**src/rtl/edge_evt_pkg.sv**
```systemverilog
// Shared defaults and helpers for the edge event arbiter slice.
package edge_evt_pkg;

    localparam int N_DEFAULT     = 4;
    localparam int ID_W_DEFAULT  = $clog2(N_DEFAULT);
    localparam int CNT_W_DEFAULT = 8;

    // Largest value a cnt_w-bit saturating counter may hold.
    function automatic longint unsigned drop_max(input int cnt_w);
        return (longint'(1) << cnt_w) - 1;
    endfunction

endpackage

```
**src/rtl/edge_event_arbiter_rr_pick.sv**
```systemverilog
// Combinational round-robin picker: first set request at or after ptr_i, wrapping mod N.
module rr_pick #(
    parameter int N    = 4,
    parameter int ID_W = $clog2(N)
) (
    input  logic [N-1:0]    req_i,
    input  logic [ID_W-1:0] ptr_i,
    output logic            grant_valid_o,
    output logic [ID_W-1:0] grant_idx_o
);

    logic [ID_W-1:0] idx_v;

    // Walk the offsets from farthest to nearest so the nearest set request wins.
    always_comb begin
        grant_valid_o = 1'b0;
        grant_idx_o   = '0;
        idx_v         = '0;
        for (int k = N - 1; k >= 0; k--) begin
            idx_v = ID_W'((int'(ptr_i) + k) % N);
            if (req_i[idx_v]) begin
                grant_valid_o = 1'b1;
                grant_idx_o   = idx_v;
            end
        end
    end

endmodule

```
**src/rtl/edge_event_arbiter.sv**
```systemverilog
// Rising-edge detector with sticky per-channel pending flags, round-robin
// scheduled onto a single valid/ready event slot, plus a saturating drop counter.
module edge_event_arbiter
    import edge_evt_pkg::*;
#(
    parameter int N     = N_DEFAULT,
    parameter int ID_W  = $clog2(N),
    parameter int CNT_W = CNT_W_DEFAULT
) (
    input  logic             clk,
    input  logic             rst_n,
    input  logic [N-1:0]     data_in,
    input  logic [N-1:0]     enable,
    output logic             evt_valid,
    output logic [ID_W-1:0]  evt_id,
    input  logic             evt_ready,
    output logic [N-1:0]     pending,
    output logic [CNT_W-1:0] drop_cnt
);

    localparam logic [CNT_W-1:0] DROP_MAX_V = CNT_W'(drop_max(CNT_W));

    logic [N-1:0]     prev_q;
    logic [N-1:0]     pending_q,   pending_d;
    logic             evt_valid_q, evt_valid_d;
    logic [ID_W-1:0]  evt_id_q,    evt_id_d;
    logic [ID_W-1:0]  rr_ptr_q,    rr_ptr_d;
    logic [CNT_W-1:0] drop_cnt_q,  drop_cnt_d;

    logic [N-1:0]     edge_w;
    logic [N-1:0]     load_w;
    logic [N-1:0]     drop_w;
    logic             grant_valid;
    logic [ID_W-1:0]  grant_idx;
    logic             slot_free;
    logic             do_load;
    logic [CNT_W+4:0] sum_ext;

    assign edge_w    = data_in & ~prev_q & enable;
    assign slot_free = ~evt_valid_q | evt_ready;
    assign do_load   = slot_free & grant_valid;

    rr_pick #(
        .N    (N),
        .ID_W (ID_W)
    ) u_rr_pick (
        .req_i         (pending_q),
        .ptr_i         (rr_ptr_q),
        .grant_valid_o (grant_valid),
        .grant_idx_o   (grant_idx)
    );

    genvar gi;
    generate
        for (gi = 0; gi < N; gi++) begin : g_chan
            assign load_w[gi] = do_load && (int'(grant_idx) == gi);
        end
    endgenerate

    // A fresh edge on the channel being loaded re-arms it rather than being lost.
    assign pending_d = edge_w | (pending_q & ~load_w);
    assign drop_w    = edge_w & pending_q & ~load_w;

    always_comb begin
        sum_ext = {5'b0, drop_cnt_q};
        for (int i = 0; i < N; i++) begin
            sum_ext = sum_ext + (CNT_W + 5)'(drop_w[i]);
        end
        if (sum_ext > {5'b0, DROP_MAX_V}) begin
            drop_cnt_d = DROP_MAX_V;
        end else begin
            drop_cnt_d = sum_ext[CNT_W-1:0];
        end
    end

    always_comb begin
        evt_valid_d = evt_valid_q;
        evt_id_d    = evt_id_q;
        rr_ptr_d    = rr_ptr_q;
        if (do_load) begin
            evt_valid_d = 1'b1;
            evt_id_d    = grant_idx;
            rr_ptr_d    = (int'(grant_idx) == N - 1) ? '0 : grant_idx + ID_W'(1);
        end else if (evt_valid_q && evt_ready) begin
            evt_valid_d = 1'b0;
        end
    end

    always_ff @(posedge clk) begin
        if (!rst_n) begin
            prev_q      <= '0;
            pending_q   <= '0;
            evt_valid_q <= 1'b0;
            evt_id_q    <= '0;
            rr_ptr_q    <= '0;
            drop_cnt_q  <= '0;
        end else begin
            prev_q      <= data_in;
            pending_q   <= pending_d;
            evt_valid_q <= evt_valid_d;
            evt_id_q    <= evt_id_d;
            rr_ptr_q    <= rr_ptr_d;
            drop_cnt_q  <= drop_cnt_d;
        end
    end

    assign evt_valid = evt_valid_q;
    assign evt_id    = evt_id_q;
    assign pending   = pending_q;
    assign drop_cnt  = drop_cnt_q;

endmodule

```
**config.mk**
```make
export PLATFORM = sky130hd
export DESIGN_NAME = edge_event_arbiter
export DESIGN_NICKNAME = d
export VERILOG_FILES = /design/src/rtl/edge_evt_pkg.sv /design/src/rtl/edge_event_arbiter_rr_pick.sv /design/src/rtl/edge_event_arbiter.sv
export SDC_FILE = /design/constraint.sdc
export NUM_CORES = 1
export LEC_CHECK = 0
export ABC_AREA = 1
export CORE_AREA = 2 2 56 53
export CTS_CLUSTER_DIAMETER = 50
export DETAILED_ROUTE_END_ITERATION = 16
export DIE_AREA = 0 0 58 55
export PLACE_DENSITY = 0.84
export SYNTH_ARGS = -nofsm -noshare
export SYNTH_HDL_FRONTEND = slang
export SYNTH_HIERARCHICAL = 1
export SYNTH_SLANG_ARGS = --single-unit
```
**constraint.sdc**
```tcl
create_clock -name clk -period 4.8 [get_ports clk]
set_input_delay 0.48 -clock clk [delete_from_list [all_inputs] [get_ports clk]]
set_output_delay 0.48 -clock clk [all_outputs]
set_load 0.005 [all_outputs]
```
==> results.md <==
- Clock latency on the worst-skew pair: 0.30 ns
- Area after DPL: 1490 um2
- Area fraction of the dominant cell type after synthesis: 34.0%
- Final Power: 0.592 mW
- Hold_buf cts: 0
- Die Y: 55 um
- RSZ-0062 raised after global routing: no
- Max Cap Viol: 0
- Die ar.: 3190 um2
- Max IR drop VDD: 211 uV
- Worst Path Max Fanout: 12
- Final Skew: 0.00481 ns
- Synthesized Nets: 196
- Proportion of layout cells with a drive suffix above 1: 8.91%
- Post-Layout Cell Count: 232
- Netlist cell types: 28
- EDFF count, synth: 0
- Top-count cell post-synth: nand2_1
- Pre-CTS setup slack: 0.881 ns
- Fill cells: 253
- Count of state elements after synthesis: 21
- WP data required: 5.01 ns
- Startpoint types: flip-flop
- Worst-Margin Slew: 0.422 ns
- Post-synth ARST share: 0%
- Site Rows: 18
- # Post-CTS Setup Buffers: 0
- Fin util: 58.0%
- Ant diodes: 0
- Status: complete, no violations
- Avg WL per Cell: 10.1 um
- CP endpoint kind: flip-flop
- GR Util All Layers: 16.2%
- PwrDens: 390 nW/um2
- Relative slew slack: 71.8%
- Dpl cells: 228
- Setup TNS: 0 ns
- Area growth syn-to-layout: 22.5%
- CTS tree: yes
- R2r setup slk: 0.86 ns
- Setup ws final: 0.863 ns
- Post-CTS Resized: 0
- CP Class: reg2reg
- Synth Cell Area: 1240 um2
- Endpoints failing hold: 0
- Period minus WS final: 3.94 ns
- Routed Antenna Nets: 0
- Die Wd: 58 um
- Sequential fraction of the synthesis area: 34.0%
- Initial antenna violation count: 0
- Largest net degree at the start of global routing: 13
- Buffers on Ports: 25
- Hold Path Class: reg2reg
- Hold Crit Depth: 2
- Commonest register cell after synthesis: dfxtp_1
- Total area of sequential cells: 420 um2
- Fin area: 1520 um2
- Router iterations before antenna repair: 4
- YS warnings: 6
- Area contributors post-synth: dfxtp_1 (34%), nand2_1 (14%), inv_1 (8.5%), nand3_1 (5.7%), ha_1 (5.1%)
- Vias in the first global route: 998
- Cell taking the most area after synthesis: dfxtp_1
- Period Utilization, post-route: 82.0%
- Core ar.: 2610 um2
- Hold Startpoint: evt_id[0]
- 1st-iter DRT viols: 38
- Num ports: 26
- Most instantiated cells after synthesis: nand2_1 (47), inv_1 (28), dfxtp_1 (21), nor2_1 (15), nand3_1 (14)
- Max Slew Vio Count: 0
- Cells on worst reg2reg path: 21
- Via density: 4.86
- CTS root buffer: clkbuf_4
- Multi-input logic area: 667 um2
- Worst hold path endpoint: evt_id[0]
- First-pass GRT wire length: 4030 um
- Max Buffers Root-to-Sink: 2
- Starting Density: 47.4%
- CTS Sinks: 21
- Num CTS Buffers: 3
- Vias: 1128
- Routed wire length: 2340 um
- Hold WS: 0.506 ns
- CTS H-tree depth: 1
- DR DRC count: 0
- Crit. Startpoint: rr_ptr_q[0]
- FF-to-FF Start: rr_ptr_q[0]
- Reg2reg end: drop_cnt[5]
- Mapped Cells: 177
- Leak pwr: 0.706 nW
- Maximum clock rate: 254 MHz
- Post-layout net count: 222
- Gpl congestion: 0.937
- Final setup fails: 0
- Avg Cell Area, Syn: 6.99 um2
- Detailed Place HPWL: 1820 um
- Clk slew on worst S/H paths: 0.11 ns
- Grt ovf: 0
- CP Data Arrival Time: 4.14 ns
-- metal layers --
| metal | track usage, % | part of all wire, % |
|---|---|---|
| met1 | 19.3 | 46 |
| met2 | 30.1 | 48 |
| met3 | 3.02 | 4.8 |
| met4 | 4.65 | 0.64 |
| met5 | 0 | 0 |
-- area by class of cell --
type	instances	area share (%)
timing repair buffer	25	16.5
inverter	30	7.51
tap	30	2.48
multi-input combinational	122	44.0
clock buffer	3	1.49
clock inverter	1	0.330
sequential	21	27.7
-- worst max-delay path, cell delays in order, from the launching register on --
cell,delay (ns)
dfxtp_1,0.57
inv_1,0.14
nand2_1,0.10
and2_4,0.15
nand2_2,0.05
nand2_1,0.06
inv_1,0.03
a21boi_1,0.27
inv_1,0.13
ha_1,0.21
nand2_1,0.08
nand3_1,0.09
fa_1,0.51
inv_1,0.05
fa_1,0.47
fa_1,0.44
nand2_2,0.12
nor2_4,0.05
nand2_2,0.11
nand3_1,0.09
nand2_1,0.06
inv_1,0.04
-- flip-flops by register name, summed over array words and instances (netlist names) --
signal	cells
drop_cnt	8
pending	4
prev_q	4
evt_id	2
rr_ptr_q	2
evt_valid	1
-- worst max path at each step --
stage	to	slack [ns]	cells after the start
after floorplan	drop_cnt[7]	1.45	21
after global placement	drop_cnt[5]	0.96	21
after detailed placement	drop_cnt[5]	0.88	21
after CTS	drop_cnt[5]	0.86	21
after global routing	drop_cnt[5]	0.55	21
final	drop_cnt[5]	0.86	21
-- logic make-up (layout without fill, tap and decap cells) --
logic type / Yosys count / in the layout / synth area share (%)
XOR/XNOR: 2 / 2 / 1.42
flip-flops: 21 / 21 / 34.0
buffers and inverters: 34 / 59 / 12.1
AO/OA/AOI/OAI: 22 / 22 / 9.91
AND/OR/NAND/NOR: 90 / 90 / 32.7
adder cells (fa/ha/maj): 8 / 8 / 9.91
-- power by group --
group | internal [mW] | switching [mW] | total [mW]
combinational | 0.119 | 0.160 | 0.279
clock | 0.0311 | 0.0516 | 0.0826
sequential | 0.201 | 0.0289 | 0.230
-- cells in the final DEF, fill, tap and decap left out --
cell             netlist  final
nand2_1               47     47
inv_1                 28     28
clkdlybuf4s50_1        0     25
dfxtp_1               21     21
nor2_1                15     15
nand3_1               14     14
a21oi_1               12     12
nand2_2                6      6
o21ai_0                5      5
ha_1                   5      5
nand3b_1               3      3
fa_1                   3      3
clkbuf_4               0      3
xnor2_1                2      2
clkinv_2               1      2
a21oi_2                1      1
nor2_2                 1      1
nor3_1                 1      1
nor2_4                 1      1
nand3_2                1      1
a211oi_1               1      1
inv_2                  1      1
o21ai_1                1      1
o21ai_2                1      1
and2_4                 1      1
a21boi_1               1      1
Power figures use the tool's default switching activity.
